`src/rtl/alu_pkg.sv`:
```
// Shared constants for the HI/LO multiply/divide unit: operand width, opcodes, FSM states.
package alu_pkg;

    localparam int unsigned WIDTH_DEFAULT = 16;

    localparam logic [1:0] OP_MULU = 2'b00;
    localparam logic [1:0] OP_MUL  = 2'b01;
    localparam logic [1:0] OP_DIVU = 2'b10;
    localparam logic [1:0] OP_DIV  = 2'b11;

    typedef enum logic [1:0] {
        ST_IDLE = 2'd0,
        ST_MUL  = 2'd1,
        ST_DIV  = 2'd2,
        ST_FIX  = 2'd3
    } state_e;

endpackage

```
`src/rtl/ALU_Multiplier.sv`:
```
// Combinational unsigned array multiplier: Y = A * B as a sum of shifted partial products.
module ALU_Multiplier #(
    parameter int unsigned WIDTH = 16
) (
    input  logic [WIDTH-1:0]   A,
    input  logic [WIDTH-1:0]   B,
    output logic [2*WIDTH-1:0] Y
);

    always_comb begin
        Y = '0;
        for (int i = 0; i < WIDTH; i++) begin
            if (B[i]) begin
                Y = Y + ({{WIDTH{1'b0}}, A} << i);
            end
        end
    end

endmodule

```
`src/rtl/alu_hilo_unit.sv`:
```
// Multi-cycle HI/LO multiply/divide unit: magnitude datapath with a final sign-fix cycle.
module alu_hilo_unit
    import alu_pkg::*;
#(
    parameter int unsigned WIDTH = WIDTH_DEFAULT
) (
    input  logic             clk,
    input  logic             rst,
    input  logic             start,
    input  logic [1:0]       op,
    input  logic [WIDTH-1:0] a,
    input  logic [WIDTH-1:0] b,
    output logic             busy,
    output logic             done,
    output logic [WIDTH-1:0] hi,
    output logic [WIDTH-1:0] lo,
    output logic             div_by_zero
);

    localparam int unsigned CNT_W = (WIDTH > 2) ? $clog2(WIDTH) : 1;
    localparam logic [CNT_W-1:0] CNT_LAST = CNT_W'(WIDTH - 1);

    state_e                 state_q, state_d;
    logic                   busy_q, busy_d;
    logic                   done_q, done_d;
    logic [WIDTH-1:0]       hi_q, hi_d;
    logic [WIDTH-1:0]       lo_q, lo_d;
    logic                   dbz_q, dbz_d;
    logic [CNT_W-1:0]       cnt_q, cnt_d;
    logic [WIDTH-1:0]       a_mag_q, a_mag_d;
    logic [WIDTH-1:0]       b_mag_q, b_mag_d;
    logic                   sa_q, sa_d;
    logic                   sb_q, sb_d;
    logic                   is_div_q, is_div_d;
    // Multiply: full product. Divide: {remainder, quotient/dividend shift register}.
    logic [2*WIDTH-1:0]     res_q, res_d;

    logic                   signed_op;
    logic [WIDTH-1:0]       a_abs, b_abs;
    logic [2*WIDTH-1:0]     prod;
    logic [WIDTH:0]         shifted, diff;
    logic [WIDTH-1:0]       rem, quo;
    logic [2*WIDTH-1:0]     neg_res;
    logic [WIDTH-1:0]       neg_rem, neg_quo;

    assign signed_op = (op == OP_MUL) || (op == OP_DIV);
    assign a_abs     = (signed_op && a[WIDTH-1]) ? -a : a;
    assign b_abs     = (signed_op && b[WIDTH-1]) ? -b : b;

    ALU_Multiplier #(.WIDTH(WIDTH)) u_mult (
        .A (a_mag_q),
        .B (b_mag_q),
        .Y (prod)
    );

    // Restoring division step: shift in next dividend bit, trial-subtract divisor.
    assign shifted = res_q[2*WIDTH-1:WIDTH-1];
    assign diff    = shifted - {1'b0, b_mag_q};

    assign rem     = res_q[2*WIDTH-1:WIDTH];
    assign quo     = res_q[WIDTH-1:0];
    assign neg_res = -res_q;
    assign neg_rem = -rem;
    assign neg_quo = -quo;

    always_comb begin
        state_d  = state_q;
        busy_d   = busy_q;
        done_d   = 1'b0;
        hi_d     = hi_q;
        lo_d     = lo_q;
        dbz_d    = dbz_q;
        cnt_d    = cnt_q;
        a_mag_d  = a_mag_q;
        b_mag_d  = b_mag_q;
        sa_d     = sa_q;
        sb_d     = sb_q;
        is_div_d = is_div_q;
        res_d    = res_q;

        case (state_q)
            ST_IDLE: begin
                if (start) begin
                    a_mag_d  = a_abs;
                    b_mag_d  = b_abs;
                    sa_d     = signed_op && a[WIDTH-1];
                    sb_d     = signed_op && b[WIDTH-1];
                    is_div_d = (op == OP_DIVU) || (op == OP_DIV);
                    dbz_d    = 1'b0;
                    cnt_d    = '0;
                    res_d    = {{WIDTH{1'b0}}, a_abs};
                    busy_d   = 1'b1;
                    state_d  = ((op == OP_DIVU) || (op == OP_DIV)) ? ST_DIV : ST_MUL;
                end
            end
            ST_MUL: begin
                res_d   = prod;
                state_d = ST_FIX;
            end
            ST_DIV: begin
                if (b_mag_q == '0) begin
                    // Remainder slot keeps |a| so the sign fix restores a as given.
                    res_d   = {a_mag_q, {WIDTH{1'b1}}};
                    dbz_d   = 1'b1;
                    state_d = ST_FIX;
                end else begin
                    if (diff[WIDTH]) begin
                        res_d = {shifted[WIDTH-1:0], quo[WIDTH-2:0], 1'b0};
                    end else begin
                        res_d = {diff[WIDTH-1:0], quo[WIDTH-2:0], 1'b1};
                    end
                    cnt_d = cnt_q + 1'b1;
                    if (cnt_q == CNT_LAST) begin
                        state_d = ST_FIX;
                    end
                end
            end
            ST_FIX: begin
                if (is_div_q) begin
                    hi_d = sa_q ? neg_rem : rem;
                    if (dbz_q) begin
                        lo_d = {WIDTH{1'b1}};
                    end else begin
                        lo_d = (sa_q ^ sb_q) ? neg_quo : quo;
                    end
                end else begin
                    {hi_d, lo_d} = (sa_q ^ sb_q) ? neg_res : res_q;
                end
                done_d  = 1'b1;
                busy_d  = 1'b0;
                state_d = ST_IDLE;
            end
            default: begin
                state_d = ST_IDLE;
            end
        endcase
    end

    always_ff @(posedge clk or posedge rst) begin
        if (rst) begin
            state_q  <= ST_IDLE;
            busy_q   <= 1'b0;
            done_q   <= 1'b0;
            hi_q     <= '0;
            lo_q     <= '0;
            dbz_q    <= 1'b0;
            cnt_q    <= '0;
            a_mag_q  <= '0;
            b_mag_q  <= '0;
            sa_q     <= 1'b0;
            sb_q     <= 1'b0;
            is_div_q <= 1'b0;
            res_q    <= '0;
        end else begin
            state_q  <= state_d;
            busy_q   <= busy_d;
            done_q   <= done_d;
            hi_q     <= hi_d;
            lo_q     <= lo_d;
            dbz_q    <= dbz_d;
            cnt_q    <= cnt_d;
            a_mag_q  <= a_mag_d;
            b_mag_q  <= b_mag_d;
            sa_q     <= sa_d;
            sb_q     <= sb_d;
            is_div_q <= is_div_d;
            res_q    <= res_d;
        end
    end

    assign busy        = busy_q;
    assign done        = done_q;
    assign hi          = hi_q;
    assign lo          = lo_q;
    assign div_by_zero = dbz_q;

endmodule
```
`config.mk`:
```
export PLATFORM = sky130hd
export DESIGN_NAME = alu_hilo_unit
export DESIGN_NICKNAME = d
export VERILOG_FILES = /design/src/rtl/alu_pkg.sv /design/src/rtl/ALU_Multiplier.sv /design/src/rtl/alu_hilo_unit.sv
export SDC_FILE = /design/constraint.sdc
export NUM_CORES = 1
export LEC_CHECK = 0
export CAP_MARGIN = 25
export CORE_ASPECT_RATIO = 0.8
export CORE_UTILIZATION = 59
export CTS_BUF_LIST = sky130_fd_sc_hd__clkbuf_4
export CTS_CLUSTER_SIZE = 20
export DETAILED_ROUTE_END_ITERATION = 16
export PLACE_DENSITY = 0.8
export RECOVER_POWER = 25
export SYNTH_ARGS = -nofsm -noshare
export SYNTH_HDL_FRONTEND = slang
export SYNTH_SLANG_ARGS = --single-unit
export TNS_END_PERCENT = 1
```
`constraint.sdc`:
```
create_clock -name clk -period 19.6 [get_ports clk]
set_clock_uncertainty 0.1 [all_clocks]
set_input_delay 3.92 -clock clk [delete_from_list [all_inputs] [get_ports clk]]
set_output_delay 3.92 -clock clk [all_outputs]
set_load 0.01 [all_outputs]
```
==> results of run 1 <==
[per-layer routing]
layer  GRT usage  GRT overflow
met1       0.825             1
met2       0.924            29
met3       0.655             2
met4       0.719            27
met5       0.419             0
[repair_timing]
| action | CTS |
|---|---|
| setup endpoints to repair | 12 |
| pin swaps | 160 |
| resized for setup | 205 |
| setup buffers | 231 |
[through the flow]
step                hold slack [ps]  instances  worst slack, ps
detailed placement              400       4136            -1510
floorplan                       407       2996             19.8
global placement                393       4136             -805
CTS                             437       4383             -257
[cells by family after synthesis]
family / Yosys count / share of synthesized area
AOI/OAI and AO/OA: 1070 / 0.319
xor gates and xnor gates: 234 / 0.0937
adders and majority gates: 311 / 0.183
buffers and inverters: 250 / 0.0430
DFF: 108 / 0.124
muxes: 85 / 0.0419
and+or+nand+nor: 938 / 0.196
==> impl_metrics.csv, run 1 <==
group,metric,value,unit
floorplanning,die_y,174,um
yosys,ys_ff_latch,108,
yosys,yosys_most_used_dff,"dfrtp_1",
status,stop_stage,"global routing (5_1_grt)",
clock_tree,htree_levels,3,
yosys,synth.avg_cell_area,7.30,um2
yosys,synthTopCellsByArea,"ha_1, dfrtp_1, a21oi_1, xnor2_1, nand2_1",
yosys,seq_area_frac_synth,0.124,
yosys,synth_top_area_cell,"ha_1",
sta,worstEpCategory,"sequential cell input",
yosys,synth_top_area_frac,0.168,
status,stop_error,"[ERROR GRT-0232] Routing congestion too high. Check the congestion heatmap in the GUI.",
floorplanning,ios,72,
yosys,synth_common_cells,"nand2_1, ha_1, nor2_1",
clock_tree,holdBufCountCts,0,
clock_tree,cts_root_buffer,"clkbuf_4",
clock_tree,cts_buffers,9,
grt,grt_max_degree,71,
floorplanning,start_util,0.604,
yosys,syn_nets,3343,
grt,grt_usage,0.791,
clock_tree,clock_path_buffers,2,
place,dpl_cell_area,28500,um2
yosys,syn_inst,2996,
yosys,ys_types,94,
clock_tree,cts.sinks,108,
floorplanning,num_rows,62,
status,status,"did not finish",
floorplanning,die-width,217,um
place,numPortBuffers,71,
yosys,synth_edf_count,0,
yosys,syn_area,21900,um2
yosys,synth_most_common_cell,"nand2_1",
sta,postGrtWorstEndpoint,"res_q[29]$_DFFE_PP0P_/D",
place,dp_hpwl,67.0,mm
yosys,async_flop_share,1.00,
yosys,ys_warn_count,0,
grt,overflow,59,
place,gp_congestion,1.06,
==> run 2, diff against run 1 <==
CORE_ASPECT_RATIO = not set   (was 0.8)
CORE_UTILIZATION = 40   (was 59)
CTS_BUF_LIST = not set   (was sky130_fd_sc_hd__clkbuf_4)
CTS_CLUSTER_SIZE = not set   (was 20)
PLACE_DENSITY = not set   (was 0.8)
PLACE_DENSITY_LB_ADDON = 0.15   (was not set)
clock period = 25.5 ns   (was 19.6 ns; I/O delays follow)
==> impl_metrics.csv, run 2 <==
group,metric,value,unit
clock_tree,cts_root_buffer,"clkbuf_16",
detailed_routing,detail_route.wl_per_cell,21.8,um
detailed_routing,routed_wl,81.4,mm
sta,setup_viol,0,
sta,final_hold_viol_count,0,
floorplanning,start_util,0.406,
final_layout,final_common_cell,"nand2_1",
yosys,synth.avg_cell_area,7.30,um2
yosys,ys_ff_latch,108,
sta,post-route-period-util,0.931,
place,numPortBuffers,71,
detailed_routing,ant_nets,0,
place,placed_cells,3712,
status,violations,"capacitance limit, slew limit",
yosys,synth_edf_count,0,
clock_tree,cts_buffers,9,
sta,min_period,23730,ps
floorplanning,ios,72,
final_layout,fin_cells,3730,
sta,tns,0,ps
final_layout,drive_gt1_frac,0.0527,
detailed_routing,viasPerCell,6.19,
detailed_routing,drt_iter0_markers,1874,
floorplanning,core_area,53900,um2
yosys,seq_area_frac_synth,0.124,
yosys,syn_nets,3343,
setup_path,critPathKind,"reg -> reg",
detailed_routing,firstDrtPassIters,5,
yosys,yosys_most_used_dff,"dfrtp_1",
clock_tree,htree_levels,3,
sta,fin_hold_ws,389,ps
hold_path,hold_class,"reg -> reg",
yosys,syn_area,21900,um2
setup_path,path_delay_family,"compound AO/OA/AOI/OAI gates",
yosys,synth_top_area_cell,"ha_1",
floorplanning,die_y,236,um
sta,worst_pin_slew,1890,ps
yosys,ys_warn_count,0,
setup_path,r2r_slack,1770,ps
final_layout,antenna_cells,0,
sta,rsz0062_at_grt,"false",
grt,grt_pass1_wl,126,mm
clock_tree,cts.sinks,108,
setup_path,path_depth,103,
setup_path,arrival,23900,ps
sta,fmax,42.1,MHz
yosys,async_flop_share,1.00,
clock_tree,holdBufCountCts,0,
setup_path,worst-path-buf-inv,1,
place,dp_hpwl,62.9,mm
yosys,synthTopCellsByArea,"ha_1, dfrtp_1, a21oi_1, xnor2_1, nand2_1",
grt,overflow,0,
yosys,synth_most_common_cell,"nand2_1",
sta,slew_violations,81,
detailed_routing,vias,23097,
setup_path,reg2regPathDepth,103,
grt,grt_usage,0.285,
setup_path,crit_path_top_delay_cell,"a2111oi_0",
final_layout,final_cell_mix,"nand2_1, ha_1, nor2_1",
final_layout,fin_nets,3376,
job,maxCapViolations,2,
clock_tree,clock_path_buffers,2,
grt,antenna_found_initial,0,
setup_path,crit_required,25660,ps
floorplanning,num_rows,85,
place,gp_congestion,0.965,
detailed_routing,drc,0,
yosys,synth_common_cells,"nand2_1, ha_1, nor2_1",
clock_tree,cts_tree,"done",
setup_path,max_stage_delay,690,ps
yosys,syn_inst,2996,
sta,slew_headroom,-0.260,
final_layout,largest_reg_flops,32,
setup_path,cp-end-kind,"flop",
setup_path,cp_max_fo,19,
final_layout,top_register,"res_q",
final_layout,area_growth,9.00,%
setup_path,critPathLaunchType,"flop",
status,status,"finished with violations",
clock_tree,clock_latency,400,ps
grt,grt_max_degree,78,
floorplanning,die-area,55600,um2
grt,first_global_vias,21790,
clock_tree,clkTransAtPathRegs,90,ps
yosys,ys_types,94,
setup_path,cpMostUsedCell,"ha_1",
hold_path,min_path_cells,2,
yosys,synth_top_area_frac,0.168,
floorplanning,die-width,236,um
## run 2: repair_timing
item / in CTS / in global routing
endpoints found under the setup margin: 0 / 5
resized for setup: 0 / 10
setup buffers: 0 / 0
## run 2: routing by layer
metal	global-route usage	up-vias	share of wire	wire length [um]
met5	0	-	0	0
met4	0.0907	0	0.033	2700
met3	0.0288	124	0.064	5180
met2	0.448	814	0.43	34800
met1	0.407	11088	0.47	38600
li1	-	11071	-	-
## run 2: through the flow
stage | utilization | setup WS (ps) | area (um2)
final | 0.442 | 1770 | 23900
after global routing | 0.442 | 63.0 | 23900
after CTS | 0.441 | 1070 | 23800
after detailed placement | 0.436 | 1180 | 23500
after global placement | 0.435 | 1660 | 23400
after floorplan | - | 4440 | 21900
## run 2: path summary, 6_finish.rpt
check                                 from         end
worst max-delay path            b_mag_q[0]   res_q[31]
worst min-delay path            a_mag_q[8]  a_mag_q[8]
worst max register to register  b_mag_q[0]   res_q[31]
worst min register to register  a_mag_q[8]  a_mag_q[8]
max in group asynchronous              rst  a_mag_q[4]
min in group asynchronous              rst      hi[14]
## run 2: area by class of cell
class                   count  area [um2]
inverters                 151         568
repair buffers            121        1140
well taps                 696         871
flip-flops and latches    108        2710
fillers                  5486       30100
multi-input cells        2638       18300
clock inverters             6        57.6
clock buffers              10         229
## run 2: logic make-up after synthesis
group / Yosys count / share of synthesized area
adders and majority gates: 311 / 0.183
muxes: 85 / 0.0419
DFF: 108 / 0.124
and+or+nand+nor: 938 / 0.196
buffers and inverters: 250 / 0.0430
AOI/OAI and AO/OA: 1070 / 0.319
xor gates and xnor gates: 234 / 0.0937
## run 2: worst register-to-register path: cells and delay by family, from the launching register on
kind / cells / cell delay [ps]
flops: 1 / 600
buf+inv: 1 / 60
xor+xnor: 11 / 2020
fa+ha+maj: 16 / 5500
simple gates: 30 / 5010
mux: 4 / 860
compound gates: 41 / 9420
Power of run 2 is left out: the tool's default activity adds up to more than one toggle a clock period on the data nets, which glitch-free logic cannot reach.
==> run 3, diff against run 2 <==
CAP_MARGIN = not set   (was 25)
CORE_UTILIZATION = 55   (was 40)
CTS_CLUSTER_SIZE = 14   (was not set)
==> impl_metrics.csv, run 3 (synthesis gave the netlist of run 2 again) <==
group,metric,value,unit
clock_tree,cts_root_buffer,"clkbuf_16",
status,violations,"capacitance limit, slew limit",
final_layout,final_cell_mix,"nand2_1, ha_1, nor2_1",
setup_path,critPathLaunchType,"flop",
place,pre_cts_ws,956,ps
sta,post-route-period-util,0.938,
clock_tree,cts_resized,0,
detailed_routing,routed_wl,76.1,mm
sta,setup_ws,1580,ps
grt,antenna_found_initial,2,
clock_tree,cts_buffers,9,
clock_tree,clock_latency,410,ps
sta,slew_violations,126,
final_layout,top_register,"res_q",
setup_path,arrival,24100,ps
sta,final_hold_viol_count,0,
floorplanning,die-width,201,um
floorplanning,start_util,0.562,
status,status,"finished with violations",
final_layout,drive_gt1_frac,0.0535,
floorplanning,ios,72,
detailed_routing,drt_iter0_markers,2133,
sta,setup_viol,0,
floorplanning,die-area,40600,um2
detailed_routing,vias,23386,
setup_path,crit_path_top_delay_cell,"a2111oi_0",
final_layout,area_growth,7.70,%
setup_path,timing.rr.end,"res_q[31]",
clock_tree,clock_path_buffers,2,
sta,fmax,41.8,MHz
detailed_routing,detail_route.wl_per_cell,21.5,um
setup_path,worstSetupStartpoint,"b_mag_q[0]",
clock_tree,htree_levels,3,
detailed_routing,firstDrtPassIters,6,
place,numPortBuffers,71,
place,dp_hpwl,58.5,mm
clock_tree,post_cts_buffers,0,
setup_path,reg2regPathDepth,107,
floorplanning,die_y,201,um
clock_tree,cts.sinks,108,
grt,grt_max_degree,71,
place,gp_congestion,0.997,
setup_path,r2r_start,"b_mag_q[0]",
setup_path,r2r_slack,1580,ps
sta,slew_headroom,-0.855,
setup_path,cp_max_fo,19,
floorplanning,num_rows,72,
sta,fin_hold_ws,422,ps
grt,first_global_vias,22125,
detailed_routing,viasPerCell,6.59,
hold_path,hold_class,"reg -> reg",
final_layout,final_common_cell,"nand2_1",
floorplanning,core_area,38900,um2
setup_path,max_stage_delay,610,ps
setup_path,cp-end-kind,"flop",
setup_path,cpMostUsedCell,"ha_1",
clock_tree,clkTransAtPathRegs,90,ps
grt,grt_pass1_wl,120,mm
clock_tree,cts_tree,"done",
grt,grt_usage,0.370,
sta,worst_pin_slew,2770,ps
job,maxCapViolations,3,
grt,overflow,0,
final_layout,fin_nets,3369,
hold_path,hp-start,"hi[8]",
detailed_routing,drc,0,
detailed_routing,ant_nets,0,
clock_tree,holdBufCountCts,0,
setup_path,crit_required,25680,ps
sta,min_period,23920,ps
setup_path,endpoint,"res_q[31]",
setup_path,critPathKind,"reg -> reg",
final_layout,largest_reg_flops,32,
-- run 3: cell count changes in the layout (fill, tap and decap cells not counted), moves of 2 or more --
cell	previous run	this run
buf_16	3	0
clkbuf_1	3	1
clkinv_4	4	1
clkinv_8	0	2
dfrtp_1	105	100
dfrtp_2	3	7
diode_2	0	2
-- run 3: metal layers --
| metal | global-route usage | vias to the layer above | wire, um |
|---|---|---|---|
| li1 | - | 11067 | - |
| met1 | 0.510 | 11031 | 33800 |
| met2 | 0.557 | 1097 | 31800 |
| met3 | 0.0658 | 191 | 7040 |
| met4 | 0.174 | 0 | 3510 |
| met5 | 0 | - | 0 |
-- run 3: final cells by class --
class / count / area [um2]
fillers: 3680 / 15400
well taps: 518 / 648
flip-flops and latches: 108 / 2720
clock buffers: 9 / 225
diodes: 2 / 5.00
multi-input cells: 2638 / 18300
repair buffers: 114 / 1030
inverters: 151 / 568
clock inverters: 7 / 88.8
-- run 3: worst max-delay path: cells and delay by family, from the launching register on --
family	cells	cell delay (ps)
compound gates	48	11240
xor+xnor	9	1570
fa+ha+maj	16	5170
buf+inv	4	510
flops	1	330
mux	1	310
simple gates	29	4550
-- run 3: worst min path at each step --
| stage | to | cells after the start |
|---|---|---|
| after detailed placement | hi[11] | 1 |
| after CTS | hi[11] | 1 |
| after global placement | hi[11] | 1 |
| after floorplan | cnt_q[2] | 2 |
| after global routing | lo[14] | 2 |
| final | hi[8] | 1 |
-- run 3: metrics by stage --
stage | setup TNS, ps | instances | utilization | instance area [um2]
detailed placement | 0 | 3529 | 0.596 | 23200
global route | -11.1 | 3546 | 0.605 | 23600
global placement | 0 | 3529 | 0.596 | 23200
finish | 0 | 3547 | 0.606 | 23600
CTS | 0 | 3545 | 0.604 | 23500
floorplan | 0 | 2996 | - | 21900
Power of run 3 is left out for the same reason.
